--- src/rtl/can_stuff.sv ---
// Transmit-side CAN bit stuffer: inserts a complementary bit after MAX_RUN equal
// bits while stuffing is enabled, advancing one bit per Tx_Point strobe.
module can_stuff #(
   parameter int MAX_RUN = 5,
   parameter int CNT_W   = 5
) (
   input  logic             Clock,
   input  logic             Reset_n,
   input  logic             Tx_Point,
   input  logic             Stuff_Enable,
   input  logic             Bit_Valid,
   input  logic             Bit_In,
   output logic             Bit_Ready,
   output logic             Bit_Output,
   output logic             Stuff_Bit,
   output logic [CNT_W-1:0] Stuff_Count,
   output logic             Underrun
);

   localparam int RUN_W = $clog2(MAX_RUN + 1);
   localparam logic [RUN_W-1:0] RUN_MAX = RUN_W'(MAX_RUN);

   logic [RUN_W-1:0] run, run_n, run_base;
   logic             last_level, last_level_n;
   logic             en_q, en_q_n;
   logic             out_n, stuff_n, underrun_n, underrun_base, level;
   logic [CNT_W-1:0] count_n, count_base;
   logic             stuff_pending, rise;

   assign stuff_pending = (run == RUN_MAX);
   assign Bit_Ready     = Tx_Point & ~stuff_pending;

   always_comb begin
      run_n         = run;
      last_level_n  = last_level;
      en_q_n        = en_q;
      out_n         = Bit_Output;
      stuff_n       = Stuff_Bit;
      count_n       = Stuff_Count;
      underrun_n    = Underrun;
      rise          = 1'b0;
      run_base      = run;
      count_base    = Stuff_Count;
      underrun_base = Underrun;
      level         = 1'b1;
      if (Tx_Point) begin
         en_q_n = Stuff_Enable;
         // A new stuff region starts clean before its first bit is handled
         rise = Stuff_Enable & ~en_q;
         if (rise) begin
            run_base      = '0;
            count_base    = '0;
            underrun_base = 1'b0;
         end
         count_n    = count_base;
         underrun_n = underrun_base;
         if (stuff_pending) begin
            out_n        = ~last_level;
            stuff_n      = 1'b1;
            run_n        = RUN_W'(1);
            last_level_n = ~last_level;
            count_n      = (count_base == {CNT_W{1'b1}}) ? count_base : count_base + 1'b1;
         end else if (Stuff_Enable) begin
            // A missing bit still goes out as recessive and counts in the run
            level        = Bit_Valid ? Bit_In : 1'b1;
            out_n        = level;
            stuff_n      = 1'b0;
            run_n        = (level == last_level) ? run_base + 1'b1 : RUN_W'(1);
            last_level_n = level;
            if (!Bit_Valid) underrun_n = 1'b1;
         end else begin
            level        = Bit_Valid ? Bit_In : 1'b1;
            out_n        = level;
            stuff_n      = 1'b0;
            run_n        = '0;
            last_level_n = level;
         end
      end
   end

   always_ff @(posedge Clock or negedge Reset_n) begin
      if (!Reset_n) begin
         run         <= '0;
         last_level  <= 1'b1;
         en_q        <= 1'b0;
         Bit_Output  <= 1'b1;
         Stuff_Bit   <= 1'b0;
         Stuff_Count <= '0;
         Underrun    <= 1'b0;
      end else begin
         run         <= run_n;
         last_level  <= last_level_n;
         en_q        <= en_q_n;
         Bit_Output  <= out_n;
         Stuff_Bit   <= stuff_n;
         Stuff_Count <= count_n;
         Underrun    <= underrun_n;
      end
   end

endmodule

--- config.mk ---
export PLATFORM = sky130hd
export DESIGN_NAME = can_stuff
export DESIGN_NICKNAME = d
export VERILOG_FILES = /design/src/rtl/can_stuff.sv
export SDC_FILE = /design/constraint.sdc
export NUM_CORES = 1
export LEC_CHECK = 0
export ABC_CLOCK_PERIOD_IN_PS = 4260
export CAP_MARGIN = 20
export CORE_UTILIZATION = 50
export CTS_CLUSTER_SIZE = 12
export DETAILED_ROUTE_END_ITERATION = 8
export HOLD_SLACK_MARGIN = 0.05
export PLACE_DENSITY = 0.83
export SKIP_CTS_REPAIR_TIMING = 1
export SLEW_MARGIN = 20
export SYNTH_ARGS = -nofsm -noshare
export SYNTH_HDL_FRONTEND = slang
export SYNTH_SLANG_ARGS = --single-unit
--- constraint.sdc ---
create_clock -name Clock -period 4.26 [get_ports Clock]
set_input_delay 1.065 -clock Clock [delete_from_list [all_inputs] [get_ports Clock]]
set_output_delay 1.065 -clock Clock [all_outputs]
set_load 0.02 [all_outputs]
# After elaboration in Yosys (flattened, before gate mapping)
# Index checks and enable logic that the tools add are counted.
# op_classes
addsub	2
eq_ne	3
muxes	16
bitwise_logic	5
# op_table
cell	count
$mux W5	4
$mux W3	5
$mux W1	7
$add A5 B1 Y5 const B	1
$eq A5 B5 Y1 const B	1
$add A3 B1 Y3 const B	1
$eq A3 B3 Y1 const B	1
$not A1 Y1	3
$and A1 B1 Y1	2
$eq A1 B1 Y1	1
# word_totals
register_bits	12
in_bits	6
out_inout_bits	9
wordCells	32

# Logic depth before layout (Yosys ltp)
# Gate-level depths: netlist (run 1).
# logic_depth
depth_word	8
depth_mapped	6
depth_no_buf	6

# Worst setup path before layout (run 1)
# OpenSTA, ideal clock, no wires.
# synth_timing
path_type	input port to output port
from	input Tx_Point
to	output Bit_Ready
arrival_time_ns	1.661
required_ns	3.195
path_slack_ns	1.534
path_stages	3
n_path_buf	1
cell_sequence	buf_2 inv_1 nor2_1
# synth_between
elab_chain_len	1
# synth_rtl
element	line_no	text
start, declared	9	input logic Tx_Point,
$and A1 B1 Y1	31	assign Bit_Ready = Tx_Point & ~stuff_pending;
end, declared	13	output logic Bit_Ready,
# Every way passes these cells.

# Final worst setup path (run 1)
# Ends and elaborated chain as after synthesis.

==> reports/results.tsv, run 1 <==
stage	metric	value	unit
global_route	track_usage	0.2252	
routing	firstDrtPassIters	4	
cts	worstSkewPairLatency	270	ps
sta	skew	4.023	ps
flow_run	maxCapViolCount	0	
floorplan	dieArea	1460	um2
setup_path	rr_worst_depth	4	
logic_synthesis	async_flop_share	1.000	
sta	tns	0	ps
routing	drc_errors	0	
cells_and_area	syn2layout_area_growth	26.72	%
global_route	grt_max_degree	15	
setup_path	crit_type	in -> out	
place	preCtsSetupSlack	819.0	ps
routing	via_per_inst	5.830	
place	post-place-cells	96	
cells_and_area	multiInputGateArea	326.6	um2
cells_and_area	drive_above_1_share	0.1163	
logic_synthesis	synth.most_common_cell	dfrtp_1	
place	dp_hpwl	946.3	um
cts	cts_tree	built	
setup_path	critPathLaunchType	input port	
logic_synthesis	ys_warn_count	0	
min_path	min_from	run[1]	
min_path	hp-class	reg -> reg	
cts	ctsRootBufferMaster	clkbuf_4	
sta	finalCritPeriodShare	0.8098	
floorplan	io_pins	15	
sta	slew_headroom	0.6474	
min_path	holdPathEnd	run[1]	
logic_synthesis	synth_largest_area_cell	dfrtp_1	
power	p_total	0.2818	mW
sta	finalHoldViolations	0	
global_route	grt_pass1_wl	2.194	mm
sta	drv_slew	0	
cells_and_area	num-nets-final	94	
cts	htreeDepth	1	
logic_synthesis	synth_edf_count	0	
logic_synthesis	synth_area_per_cell	9.502	um2
sta	final.setup.worst_slack	810.2	ps
setup_path	reg2reg_to	run[1]	
floorplan	initial_core_util	0.5671	
cells_and_area	fin_area	830.8	um2
setup_path	cp_data_required_time	3190	ps
sta	whs	526.0	ps
setup_path	rrSetupSlack	2770	ps
routing	drtIter0Drc	12	
cts	cts.clk_slew.worst_paths	80	ps
global_route	grt_antenna_before_repair	0	
cts	cts_buffers	3	
logic_synthesis	synth_top_area_share	0.4198	
routing	routed_wl	1.327	mm
cells_and_area	utilization	0.7186	
global_route	grt_pass1_vias	504	
place	post_dp_cell_area	804.5	um2
logic_synthesis	yosysSeqAreaShare	0.4599	
cells_and_area	seq_area	301.5	um2
floorplan	die_w	38.21	um
power	p_leak	0.3634	nW
setup_path	path_max_fanout	7	
routing	vias	583	
logic_synthesis	yosysUniqueCellTypes	31	
routing	wl_per_cell	13.27	um
setup_path	regToRegStartpoint	en_q	
sta	setup_viol	0	
logic_synthesis	syn_area	655.6	um2
cells_and_area	fillCellCount	102	
cells_and_area	fin_cells	100	
logic_synthesis	synth_common_cells	dfrtp_1 (11), nand2_1 (9), a21oi_1 (6)	
logic_synthesis	ys_seq_elements	12	
floorplan	rows	12	
sta	final.min_clock_period	3450	ps
routing	ant_nets	0	
cells_and_area	n_antenna_cell	0	
logic_synthesis	synth-main-ff-cell	dfrtp_1	
logic_synthesis	syn_nets	76	
place	gp_congestion	0.7855	
setup_path	crit_path_end_kind	output port	
power	powerDensity	339.1	nW/um2
floorplan	core	1156	um2
power	vdd_ir_drop_max	207.8	uV
run_status	status	complete, no violations	
min_path	holdPathStages	1	
sta	rsz0062_at_grt	no	
sta	tightestPinTransition	527.2	ps
global_route	grt_overflow_total	0	
cts	clock_sinks	12	
logic_synthesis	synthCells	69	
place	port_buffers	14	
sta	max_freq	0.2899	GHz
logic_synthesis	synthTopCellsByArea	dfrtp_1 (42%), nand2_1 (5.2%), a21oi_1 (4.6%), dfstp_2 (4.0%), o21ai_0 (3.8%)	
floorplan	dieHeight	38.21	um
cts	clk_path_buf_depth	2	
setup_path	worstPathArrival	2380	ps
[critical path, stage by stage]
cell and delay, ps:
clkdlybuf4s50_1 470, inv_1 120, nor2_1 120, clkdlybuf4s50_1 600
[layout by cell type, fill, tap and decap left out, drive strengths merged, types with 2 or more instances in the layout]
| cell type | instances |
|---|---|
| clkbuf | 4 |
| clkdlybuf4s50 | 14 |
| a21oi | 7 |
| nand2 | 9 |
| dfrtp | 11 |
| inv | 3 |
| a31oi | 2 |
| o21ai | 7 |
| and3 | 3 |
| nor2b | 3 |
| nor2 | 4 |
[worst max-delay path by stage]
stage                         from  slack [ps]        end  cells past startpoint
after floorplan           Tx_Point        1530  Bit_Ready                      3
after global placement    Tx_Point         820  Bit_Ready                      4
after detailed placement  Tx_Point         820  Bit_Ready                      4
after CTS                 Tx_Point         810  Bit_Ready                      4
after global routing      Tx_Point         770  Bit_Ready                      4
final                     Tx_Point         810  Bit_Ready                      4
[report_power, final]
part / leakage, nW / internal, mW / switching (mW)
logic: 0.194 / 0.0340 / 0.0342
registers: 0.154 / 0.126 / 0.0142
clock network: 0.0150 / 0.0363 / 0.0374
[cell families after synthesis]
group,count (synthesis),synth area share
AND/OR/NAND/NOR,25,0.2080
AO/OA/AOI/OAI,24,0.2405
multiplexers,1,0.01717
XOR/XNOR,1,0.01336
adder cells (fa/ha/maj),1,0.01908
buffers and inverters,5,0.04197
flip-flops,12,0.4599
[sequential cells by signal (all words and copies together), names as in the netlist]
signal       cells
last_level       1
run              3
Underrun         1
Stuff_Count      5
en_q             1
Stuff_Bit        1
[per-layer routing]
metal / wire [um] / share of wire / vias to the layer above / track usage
li1: - / - / 285 / -
met1: 614 / 0.46 / 277 / 0.2836
met2: 627 / 0.47 / 17 / 0.3475
met3: 65 / 0.049 / 4 / 0.05233
met4: 19 / 0.014 / 0 / 0.1339
met5: 0 / 0 / - / 0
[area by class of cell]
class                   instances  share of cell area
flip-flops and latches         12              0.3630
well taps                      14             0.02108
multi-input cells              52              0.3931
clock buffers                   4             0.03163
inverters                       3             0.01355
repair buffers                 15              0.1777
Power figures use the tool's default switching activity.
==> run 2, diff against run 1 <==
--- a/config.mk
+++ b/config.mk
@@ -5,13 +5,13 @@
 export SDC_FILE = /design/constraint.sdc
 export NUM_CORES = 1
 export LEC_CHECK = 0
-export ABC_CLOCK_PERIOD_IN_PS = 4260
+export ABC_CLOCK_PERIOD_IN_PS = 2900
 export CAP_MARGIN = 20
-export CORE_UTILIZATION = 50
+export CORE_UTILIZATION = 42
 export CTS_CLUSTER_SIZE = 12
 export DETAILED_ROUTE_END_ITERATION = 8
 export HOLD_SLACK_MARGIN = 0.05
-export PLACE_DENSITY = 0.83
+export PLACE_DENSITY = 0.74
 export SKIP_CTS_REPAIR_TIMING = 1
 export SLEW_MARGIN = 20
 export SYNTH_ARGS = -nofsm -noshare
==> constraint.sdc (replaced) <==
create_clock -name Clock -period 2.9 [get_ports Clock]
set_input_delay 0.725 -clock Clock [delete_from_list [all_inputs] [get_ports Clock]]
set_output_delay 0.725 -clock Clock [all_outputs]
set_load 0.02 [all_outputs]
==> run 2 against run 1 <==
Compared with the run above:
- die area is 18% higher
- critical path type unchanged
- hold slack worse by 6.1 ps
- largest cell class unchanged
- final area rose by 2.3%
- power rose by 57%
- combinational power grew 48%
- setup slack worse by 610 ps
==> reports/results.tsv, run 2 (synthesis results as in run 1) <==
stage	metric	value	unit	change
run_status	status	complete, no violations		
sta	final.min_clock_period	2696	ps	
sta	finalHoldViolations	0		unchanged
place	gp_congestion	0.7443		-5.2%
routing	drc_errors	0		unchanged
sta	whs	519.9	ps	-6.068 ps
flow_run	maxCapViolCount	0		unchanged
cells_and_area	num-nets-final	95		+1.1%
cells_and_area	largest_register_ffs	5		unchanged
setup_path	crit_type	in -> out		
setup_path	rrSetupSlack	1420	ps	-1350 ps
routing	ant_nets	0		unchanged
cells_and_area	final_common_cell	clkdlybuf4s50_1		
floorplan	io_pins	15		unchanged
sta	skew	1.133	ps	-2.890 ps
min_path	hp-class	reg -> reg		
power	vdd_ir_drop_max	283.2	uV	+36%
place	post_dp_cell_area	813.3	um2	+1.1%
sta	slew_headroom	0.6330		-0.01444
place	port_buffers	14		unchanged
sta	rsz0062_at_grt	no		
cts	ctsRootBufferMaster	clkbuf_4		
cells_and_area	reg_top3	Stuff_Count x5, run x3		
setup_path	path_max_fanout	2		-5
routing	drtIter0Drc	22		+10
cts	cts_tree	built		
routing	vias	591		+1.4%
global_route	grt_pass1_wl	2.270	mm	+3.5%
setup_path	critPathLaunchType	input port		
routing	firstDrtPassIters	4		unchanged
power	powerDensity	519.4	nW/um2	+53%
sta	drv_slew	0		unchanged
floorplan	dieArea	1723	um2	+18%
power	p_total	0.4413	mW	+57%
global_route	grt_overflow_total	0		unchanged
cts	clock_sinks	12		unchanged
cts	cts_buffers	3		unchanged
cts	worstSkewPairLatency	270	ps	about the same
sta	tightestPinTransition	548.8	ps	+21.60 ps
floorplan	die_w	41.51	um	+8.6%
power	p_leak	0.3742	nW	+3.0%
setup_path	crit_path_end_kind	output port		
floorplan	initial_core_util	0.4742		-0.09289
setup_path	worstPathArrival	1970	ps	-410 ps
cells_and_area	n_antenna_cell	0		unchanged
cts	cts.clk_slew.worst_paths	80	ps	about the same
floorplan	core	1383	um2	+20%
routing	via_per_inst	5.794		-0.62%
sta	finalCritPeriodShare	0.9295		
cells_and_area	syn2layout_area_growth	29.58	%	
sta	max_freq	0.3710	GHz	
routing	routed_wl	1.334	mm	+0.53%
global_route	grt_pass1_vias	525		+4.2%
setup_path	cp_data_required_time	2170	ps	-1020 ps
global_route	track_usage	0.1720		-0.05324
sta	setup_viol	0		unchanged
floorplan	rows	13		+1
cells_and_area	regMostFlops	Stuff_Count		
cts	clk_path_buf_depth	2		unchanged
cts	htreeDepth	1		unchanged
global_route	grt_antenna_before_repair	0		unchanged
cells_and_area	final_cell_mix	clkdlybuf4s50_1 (14), dfrtp_1 (11), nand2_1 (9), a21oi_1 (6), o21ai_0 (5)		
place	dp_hpwl	959.2	um	+1.4%
floorplan	dieHeight	41.51	um	+8.6%
cells_and_area	fin_area	849.6	um2	+2.3%
global_route	grt_max_degree	15		unchanged
cells_and_area	drive_above_1_share	0.1379		+0.02165
sta	tns	0	ps	unchanged
routing	wl_per_cell	13.08	um	-1.4%
## run 2: metal layers
layer,part of all wire,global-route usage,vias to the layer above
met5,0,0,-
met4,0.020,0.1097,0
li1,-,-,287
met3,0.064,0.03043,5
met2,0.44,0.2250,23
met1,0.48,0.2570,276
## run 2: cell type report
cell class,instances,area [um2]
clock buffer,4,36.28
fill,113,533.0
inverter,3,11.26
multi-input combinational,52,326.6
sequential,12,301.5
tap,15,18.77
timing repair buffer,16,155.1
## run 2: where the power goes
part           internal [mW]  total, mW  switching [mW]
Sequential             0.185      0.205          0.0207
Clock                 0.0763      0.135          0.0585
Combinational         0.0508      0.101          0.0503
Total                  0.312      0.441           0.130
## run 2: stage by stage
step	util	setup slack, ps	std cells
finish	0.6145	204.3	102
floorplan	-	854.4	69
detailed placement	0.5882	198.7	98
global route	0.6145	150.2	102
global placement	0.5882	192.6	98
CTS	0.6145	192.4	102
## run 2: worst max-delay path: stages
cell and delay [ps]:
clkdlybuf4s50_1 480, inv_1 60, nor2_1 100, clkdlybuf4s50_1 610
## run 2: worst paths after layout
check / from / endpoint / cells after the start
setup / recovery: Tx_Point / Bit_Ready / 4
hold / removal: Stuff_Bit / Stuff_Bit / 1
setup reg to reg: en_q / run[1] / 4
hold reg to reg: Stuff_Bit / Stuff_Bit / 1
max in group asynchronous: Reset_n / last_level / 1
min in group asynchronous: Reset_n / Stuff_Count[2] / 1
